### config.mk
export PLATFORM = sky130hd
export DESIGN_NAME = div_arbiter
export DESIGN_NICKNAME = d
export VERILOG_FILES = /design/src/rtl/div_arbiter.sv
export SDC_FILE = /design/constraint.sdc
export NUM_CORES = 1
export LEC_CHECK = 0
export CORE_UTILIZATION = 51
export DETAILED_ROUTE_END_ITERATION = 10
export GPL_TIMING_DRIVEN = 0
export MAX_ROUTING_LAYER = met4
export PLACE_DENSITY = 0.85
export SKIP_CTS_REPAIR_TIMING = 1
export SLEW_MARGIN = 20
export SYNTH_ARGS = -nofsm -noshare
export SYNTH_HDL_FRONTEND = slang
export SYNTH_SLANG_ARGS = --single-unit
### constraint.sdc
create_clock -name i_clk -period 19.52 [get_ports i_clk]
set_input_delay 3.904 -clock i_clk [delete_from_list [all_inputs] [get_ports i_clk]]
set_output_delay 3.904 -clock i_clk [all_outputs]
set_load 0.005 [all_outputs]
### src/rtl/div_arbiter.sv
// div_arbiter: lets two requesters (A and B) share one external divider.
// Each port latches its own request, a round-robin FSM issues one request
// at a time, and the divider's answer is routed back to the port that owns it.
module div_arbiter #(
    parameter int BW = 32
) (
    input  logic          i_clk,
    input  logic          i_reset,

    input  logic          i_a_wr,
    input  logic          i_b_wr,
    input  logic          i_a_signed,
    input  logic          i_b_signed,
    input  logic [BW-1:0] i_a_numerator,
    input  logic [BW-1:0] i_a_denominator,
    input  logic [BW-1:0] i_b_numerator,
    input  logic [BW-1:0] i_b_denominator,

    output logic          o_a_busy,
    output logic          o_b_busy,
    output logic          o_a_valid,
    output logic          o_b_valid,
    output logic          o_a_err,
    output logic          o_b_err,
    output logic [BW-1:0] o_a_quotient,
    output logic [BW-1:0] o_b_quotient,
    output logic [3:0]    o_a_flags,
    output logic [3:0]    o_b_flags,

    output logic          o_div_wr,
    output logic          o_div_signed,
    output logic [BW-1:0] o_div_numerator,
    output logic [BW-1:0] o_div_denominator,

    input  logic          i_div_busy,
    input  logic          i_div_valid,
    input  logic          i_div_err,
    input  logic [BW-1:0] i_div_quotient,
    input  logic [3:0]    i_div_flags,

    output logic          o_grant
);

    typedef enum logic [1:0] {
        ST_IDLE  = 2'd0,
        ST_ISSUE = 2'd1,
        ST_WAIT  = 2'd2
    } state_t;

    state_t        state_q, state_d;
    logic          owner_q, owner_d;       // 0 = A, 1 = B
    logic          prio_b_q, prio_b_d;     // 1 when B wins a tie
    logic          div_signed_q, div_signed_d;
    logic [BW-1:0] div_num_q, div_num_d;
    logic [BW-1:0] div_den_q, div_den_d;

    // Requester inputs gathered into index-by-port form (0 = A, 1 = B)
    logic [1:0]    req_wr;
    logic [1:0]    req_signed;
    logic [BW-1:0] req_num [2];
    logic [BW-1:0] req_den [2];

    // Per-port state exported from the port slices
    logic [1:0]    pend;
    logic [1:0]    lat_signed;
    logic [BW-1:0] lat_num [2];
    logic [BW-1:0] lat_den [2];
    logic [1:0]    deliver;
    logic [1:0]    res_valid;
    logic [1:0]    res_err;
    logic [BW-1:0] res_quo [2];
    logic [3:0]    res_flags [2];

    // Divider answer accepted this cycle; only meaningful while waiting on it
    logic          complete;

    assign req_wr     = {i_b_wr, i_a_wr};
    assign req_signed = {i_b_signed, i_a_signed};
    assign req_num[0] = i_a_numerator;
    assign req_num[1] = i_b_numerator;
    assign req_den[0] = i_a_denominator;
    assign req_den[1] = i_b_denominator;

    assign complete = (state_q == ST_WAIT) && i_div_valid;

    genvar gi;
    generate
        for (gi = 0; gi < 2; gi++) begin : g_port
            localparam logic PORT = (gi == 1);

            logic          pend_q;
            logic          signed_q;
            logic [BW-1:0] num_q;
            logic [BW-1:0] den_q;
            logic          valid_q;
            logic          err_q;
            logic [BW-1:0] quo_q;
            logic [3:0]    flags_q;

            assign deliver[gi] = complete && (owner_q == PORT);

            // Request latch: accept only when idle, drop pending on delivery
            always_ff @(posedge i_clk or posedge i_reset) begin
                if (i_reset) begin
                    pend_q   <= 1'b0;
                    signed_q <= 1'b0;
                    num_q    <= '0;
                    den_q    <= '0;
                end else if (deliver[gi]) begin
                    pend_q   <= 1'b0;
                end else if (req_wr[gi] && !pend_q) begin
                    pend_q   <= 1'b1;
                    signed_q <= req_signed[gi];
                    num_q    <= req_num[gi];
                    den_q    <= req_den[gi];
                end
            end

            // Result registers: one-cycle strobe, data held until next delivery
            always_ff @(posedge i_clk or posedge i_reset) begin
                if (i_reset) begin
                    valid_q <= 1'b0;
                    err_q   <= 1'b0;
                    quo_q   <= '0;
                    flags_q <= '0;
                end else begin
                    valid_q <= deliver[gi];
                    if (deliver[gi]) begin
                        err_q   <= i_div_err;
                        quo_q   <= i_div_quotient;
                        flags_q <= i_div_flags;
                    end
                end
            end

            assign pend[gi]       = pend_q;
            assign lat_signed[gi] = signed_q;
            assign lat_num[gi]    = num_q;
            assign lat_den[gi]    = den_q;
            assign res_valid[gi]  = valid_q;
            assign res_err[gi]    = err_q;
            assign res_quo[gi]    = quo_q;
            assign res_flags[gi]  = flags_q;
        end
    endgenerate

    // Arbiter state, owner, tie-break pointer and divider operand registers
    always_ff @(posedge i_clk or posedge i_reset) begin
        if (i_reset) begin
            state_q      <= ST_IDLE;
            owner_q      <= 1'b0;
            prio_b_q     <= 1'b0;
            div_signed_q <= 1'b0;
            div_num_q    <= '0;
            div_den_q    <= '0;
        end else begin
            state_q      <= state_d;
            owner_q      <= owner_d;
            prio_b_q     <= prio_b_d;
            div_signed_q <= div_signed_d;
            div_num_q    <= div_num_d;
            div_den_q    <= div_den_d;
        end
    end

    // Next-state: pick an owner when the divider is free, issue once, wait for it
    always_comb begin
        state_d      = state_q;
        owner_d      = owner_q;
        prio_b_d     = prio_b_q;
        div_signed_d = div_signed_q;
        div_num_d    = div_num_q;
        div_den_d    = div_den_q;

        case (state_q)
            ST_IDLE: begin
                if ((pend != 2'b00) && !i_div_busy) begin
                    if (pend == 2'b11) begin
                        owner_d = prio_b_q;
                    end else begin
                        owner_d = pend[1];
                    end
                    div_signed_d = lat_signed[owner_d];
                    div_num_d    = lat_num[owner_d];
                    div_den_d    = lat_den[owner_d];
                    state_d      = ST_ISSUE;
                end
            end
            ST_ISSUE: begin
                state_d = ST_WAIT;
            end
            ST_WAIT: begin
                if (i_div_valid) begin
                    // The port just served yields the next tie
                    prio_b_d = ~owner_q;
                    state_d  = ST_IDLE;
                end
            end
            default: begin
                state_d = ST_IDLE;
            end
        endcase
    end

    assign o_div_wr          = (state_q == ST_ISSUE);
    assign o_div_signed      = div_signed_q;
    assign o_div_numerator   = div_num_q;
    assign o_div_denominator = div_den_q;
    assign o_grant           = owner_q;

    assign o_a_busy     = pend[0];
    assign o_b_busy     = pend[1];
    assign o_a_valid    = res_valid[0];
    assign o_b_valid    = res_valid[1];
    assign o_a_err      = res_err[0];
    assign o_b_err      = res_err[1];
    assign o_a_quotient = res_quo[0];
    assign o_b_quotient = res_quo[1];
    assign o_a_flags    = res_flags[0];
    assign o_b_flags    = res_flags[1];

endmodule

### Word level (Yosys, flattened, before mapping)

Cells that the tools add are included.

| word-level totals | value |
|---|---|
| input bits | 173 |
| output and inout port bits | 145 |
| flip-flop bits (word level) | 277 |
| logic and storage cells | 69 |

| operators by class | value |
|---|---|
| eq/ne operators | 5 |
| mux-type cells | 18 |
| $lt $le $gt $ge | 2 |
| bitwise operators | 4 |
| reductions and logical operators | 18 |

Operators with widths:

| operator | number |
|---|---|
| $mux 32 | 6 |
| $reduce_and 2->1 | 5 |
| $mux 1 | 9 |
| $logic_and 1x1->1 | 6 |
| $pmux 2 s3 | 1 |
| $reduce_bool 2->1 | 3 |
| $eq 2x2->1 const B | 2 |
| $mux 2 | 2 |
| $ne 2x2->1 const B | 2 |
| $logic_not 1->1 | 3 |
| $not 1->1 | 3 |
| $eq 2x1->1 const B | 1 |
| $ge 2x2->1 const B | 1 |
| $logic_not 2->1 | 1 |
| $lt 1x2->1 const B | 1 |
| $not 1->2 | 1 |

### Longest topological paths before layout

| logic depth | value |
|---|---|
| depth in word-level cells | 8 |
| mapped depth | 6 |
| mapped depth without buffers | 3 |

### Worst setup path after synthesis

Ideal clock, no wire load.

| timing path | value |
|---|---|
| path type | input to register |
| start point | input i_div_valid |
| end point | register g_port[0].den_q[0] |
| arrival | 5.030 ns |
| required time | 19.393 ns |
| setup time | 0.127 ns |
| path buffers | 3 |
| stages on the path | 6 |
| path slack | 14.363 ns |
| cell sequence | and4bb_1 buf_2 nor3b_2 buf_4 buf_8 mux2_1 |

| between the ends | value |
|---|---|
| word-level cells in the longest chain between the ends | 4 |

RTL lines:

| item | RTL line | RTL |
|---|---|---|
| from (decl) | 36 | `input logic i_div_valid,` |
| $logic_and 1x1->1 | 84 | `assign complete = (state_q == ST_WAIT) && i_div_valid;` |
| $logic_and 1x1->1 | 100 | `assign deliver[gi] = complete && (owner_q == PORT);` |
| $not 1->1 (no source line) | -- |  |
| $reduce_and 2->1 (no source line) | -- |  |
| to (signal assigned) | 115 | `den_q <= req_den[gi];` |
| to (decl) | 94 | `logic [BW-1:0] den_q;` |

Every way passes these cells.
A chain may end at the register's enable or synchronous reset.

### Worst setup path in the final report

| timing path | value |
|---|---|
| start point | register state_q[1] |
| end point | output o_div_wr |

| between the ends | value |
|---|---|
| word-level cells in the longest chain between the ends | 1 |

RTL lines:

| item | RTL line | RTL |
|---|---|---|
| from (decl) | 50 | `state_t state_q, state_d;` |
| from (signal assigned) | 157 | `state_q <= state_d;` |
| $eq 2x1->1 | 205 | `assign o_div_wr = (state_q == ST_ISSUE);` |
| to (decl) | 30 | `output logic o_div_wr,` |

Every way passes these cells.

==> flow_metrics.py <==
metrics = {
    "timing": {
        "slew_viol_final": 0,
        "skew_ns": 0.00800,
        "rsz0062_at_grt": "no",
        "fmax_ghz": 0.178,
        "post-route-min-period_ns": 5.62,
        "min_period_over_period_pct": 28.8,
        "finalHoldViolCount": 0,
        "tns_ns": 0,
        "worst_slew_pin_slew_ns": 0.648,
        "setup_viol": 0,
        "maxSlewHeadroom_pct": 56.8,
    },
    "synthesis": {
        "synth.most_common_cell": "dfrtp_1",
        "netlist-cell-type-count": 24,
        "synth_cells": 691,
        "synth.area.top_cells": "dfrtp_1 (64%), mux2_2 (16%), a2bb2oi_1 (5.3%)",
        "yosysWarnings": 0,
        "post_synth.cell_area_avg_sq_um": 15.7,
        "synthFlopType": "dfrtp_1",
        "synth_commonest_cells": "dfrtp_1 (277), mux2_2 (155), a2bb2oi_1 (65), o32ai_1 (65), mux2_1 (50)",
        "synth_area_sq_um": 10800,
        "synth_edf_count": 0,
        "yosys.area.top_type": "dfrtp_1",
        "syn-num-nets": 864,
        "synth_top_area_share_pct": 64.1,
        "synth_async_sr_flop_share_pct": 100,
        "ys_ff_latch": 277,
        "synth_seq_area_share_pct": 64.1,
    },
    "min_path": {
        "worstHoldPathType": "flip-flop to flip-flop",
        "holdCritStartpoint": "g_port[0].num_q[14]$_DFFE_PP0P_",
        "holdPathEnd": "g_port[0].num_q[14]$_DFFE_PP0P_",
        "hold_depth": 1,
    },
    "global_routing": {
        "grt_pass1_vias": 8414,
        "grt_usage_pct": 28.8,
        "globalRouteOverflowTotal": 0,
        "grt_pass1_wl_microns": 46800,
        "grt_start_max_net_pins": 109,
        "antenna_found_initial": 2,
    },
    "finish": {
        "final_layout_size_suffix_gt1_share_pct": 22.2,
        "area_delta_synth_final_pct": 42.5,
        "utilization_pct": 75.2,
        "nets": 1215,
        "fillers": 1309,
    },
    "clock_tree": {
        "clk_pin_slew_worst_paths_ns": 0.06,
        "ctsRootBufferMaster": "clkbuf_16",
        "cts_sinks": 277,
        "cts_made_buffers": 30,
        "cts.path.max_buffers": 3,
        "insertion_delay_ns": 0.54,
        "htreeDepth": 1,
        "tritoncts": "done",
    },
    "route": {
        "drtPass1Iterations": 4,
        "wl_microns": 29600,
        "wire_per_inst_microns": 22.1,
        "drt_iter0_drc": 283,
        "routed_via_density": 5.65,
        "drc": 0,
        "routed-via-count": 7546,
        "ant_nets": 0,
    },
    "pwr": {
        "vdd_drop_max_v": 0.000109,
        "power_density_nw_per_um2": 169,
        "p_leak_uw": 0.00643,
        "p_total_uw": 2610,
    },
    "floorplanning": {
        "fp.coreArea_sq_um": 20500,
        "rows": 52,
        "die_h_microns": 148,
        "die_width_microns": 148,
        "dieArea_sq_um": 21800,
        "io_pins": 318,
        "start_util_pct": 52.8,
    },
    "setup_path": {
        "crit_chain": "nor2b_1 > clkdlybuf4s50_1",
        "crit_fanout": 6,
        "reg2reg_depth": 4,
        "cp_num_buf_inv": 1,
        "timing.reg2reg.setup_slack_ns": 17.40,
        "path_delay_family": "buffers and inverters",
        "cp-end-kind": "output port",
        "r2r-end": "o_div_denominator[15]$_DFFE_PP0P_",
        "arrival_ns": 1.72,
        "cp-start-kind": "flip-flop",
        "worstSetupPathType": "flip-flop to output port",
        "critical_path.slowest_cell": "clkdlybuf4s50_1",
        "reg2reg_from": "state_q[1]$_DFFE_PP0P_",
        "required_ns": 15.62,
        "cp_slowest_stage_delay_ns": 0.58,
    },
    "placement": {
        "numPortBuffers": 317,
        "dp_hpwl_microns": 20400,
        "globalplace.congestion": 0.832,
    },
    "run_status": {
        "status": "completed",
    },
    "run": {
        "max-cap-violations": 0,
    },
}
stage by stage:
stage / hold WS, ns / instances / worst slack, ns / cell area (sq um)
6_report: 0.487 / 1336 / 13.90 / 15400
5_1_grt: 0.495 / 1336 / 13.85 / 15400
4_1_cts: 0.488 / 1334 / 13.89 / 15400
3_5_place_dp: 0.476 / 1280 / 13.57 / 14400
3_3_place_gp: 0.468 / 1278 / 4.65 / 14300
2_1_floorplan: 0.459 / 691 / 7.98 / 10800
routing by layer:
| metal | up-vias | wire length [microns] | GRT usage (%) |
|---|---|---|---|
| met3 | 65 | 2650 | 7.38 |
| met2 | 322 | 14400 | 47.1 |
| met4 | 0 | 945 | 8.61 |
| met5 | - | 0 | - |
| met1 | 3834 | 11600 | 35.2 |
| li1 | 3325 | - | - |
cell families (layout without fill, tap and decap cells):
kind of cell           after synthesis  count (layout)  synth area share [%]
multiplexers                       205             205                  21.3
buffers and inverters               61             434                  2.93
other                                0               2                     0
flip-flops                         277             277                  64.1
AO/OA/AOI/OAI                      133             133                  10.8
AND/OR/NAND/NOR                     15              15                 0.902
worst max path at each step:
| stage | start | slack [ns] | cells after the start | endpoint |
|---|---|---|---|---|
| global placement | i_reset | 4.65 | 2 | g_port[1].den_q[24]$_DFFE_PP0P_ |
| CTS | state_q[1]$_DFFE_PP0P_ | 13.89 | 2 | o_div_wr |
| global route | state_q[1]$_DFFE_PP0P_ | 13.85 | 2 | o_div_wr |
| finish | state_q[1]$_DFFE_PP0P_ | 13.90 | 2 | o_div_wr |
| floorplan | i_reset | 7.98 | 1 | g_port[0].den_q[0]$_DFFE_PP0P_ |
| detailed placement | i_div_busy | 13.57 | 5 | o_div_denominator[12]$_DFFE_PP0P_ |
state kept, by name, indices dropped and copies added, names as in the netlist, 2 cells and up:
| name | count |
|---|---|
| o_a_flags | 4 |
| o_b_quotient | 32 |
| o_div_denominator | 32 |
| g_port.den_q | 64 |
| g_port.num_q | 64 |
| state_q | 2 |
| o_a_quotient | 32 |
| o_b_flags | 4 |
| o_div_numerator | 32 |
| g_port.signed_q | 2 |
report_power, final:
group	total (uW)	internal [uW]	switching, uW
logic	1010	610	397
clock network	577	352	225
registers	1020	863	160
total	2610	1820	782
worst register-to-register path, stage by stage (launching register included):
cell and delay, ns:
dfrtp_1 0.43, nor3_1 0.36, clkbuf_1 0.51, buf_1 0.51
a2bb2oi_1 0.16
cell usage in the layout (no fill, tap or decap):
cell,netlist,final
clkbuf_8,0,6
bufinv_16,0,3
o21a_1,1,1
buf_1,10,10
or2_2,1,1
and3_1,1,1
inv_8,0,1
nor3b_1,1,1
buf_2,22,22
a21bo_2,1,1
buf_8,5,5
inv_1,3,2
dfrtp_1,277,277
nor2_1,5,5
nor2b_1,2,2
buf_16,0,2
nor3b_2,1,1
clkinv_2,0,4
buf_4,1,1
a21o_1,1,1
clkbuf_16,0,31
clkdlybuf4s50_1,0,317
mux2_2,155,155
inv_6,0,1
nand4b_1,1,1
mux2_1,50,50
diode_2,0,2
nand3b_1,1,1
nor3_1,1,1
a2bb2oi_1,65,65
and4bb_1,1,1
clkinvlp_4,0,2
clkbuf_1,20,27
o32ai_1,65,65
layout make-up:
type	instances	area [sq um]	share of cell area [%]
multi-input cells	353	3570	23.2
inverters	3	18.8	0.122
plain buffers	58	305	1.98
flip-flops and latches	277	6930	45.0
repair buffers	319	3230	20.9
well taps	270	338	2.19
clock inverters	10	134	0.869
clock buffers	44	885	5.74
diodes	2	5.00	0.0325
Power figures use the tool's default switching activity.
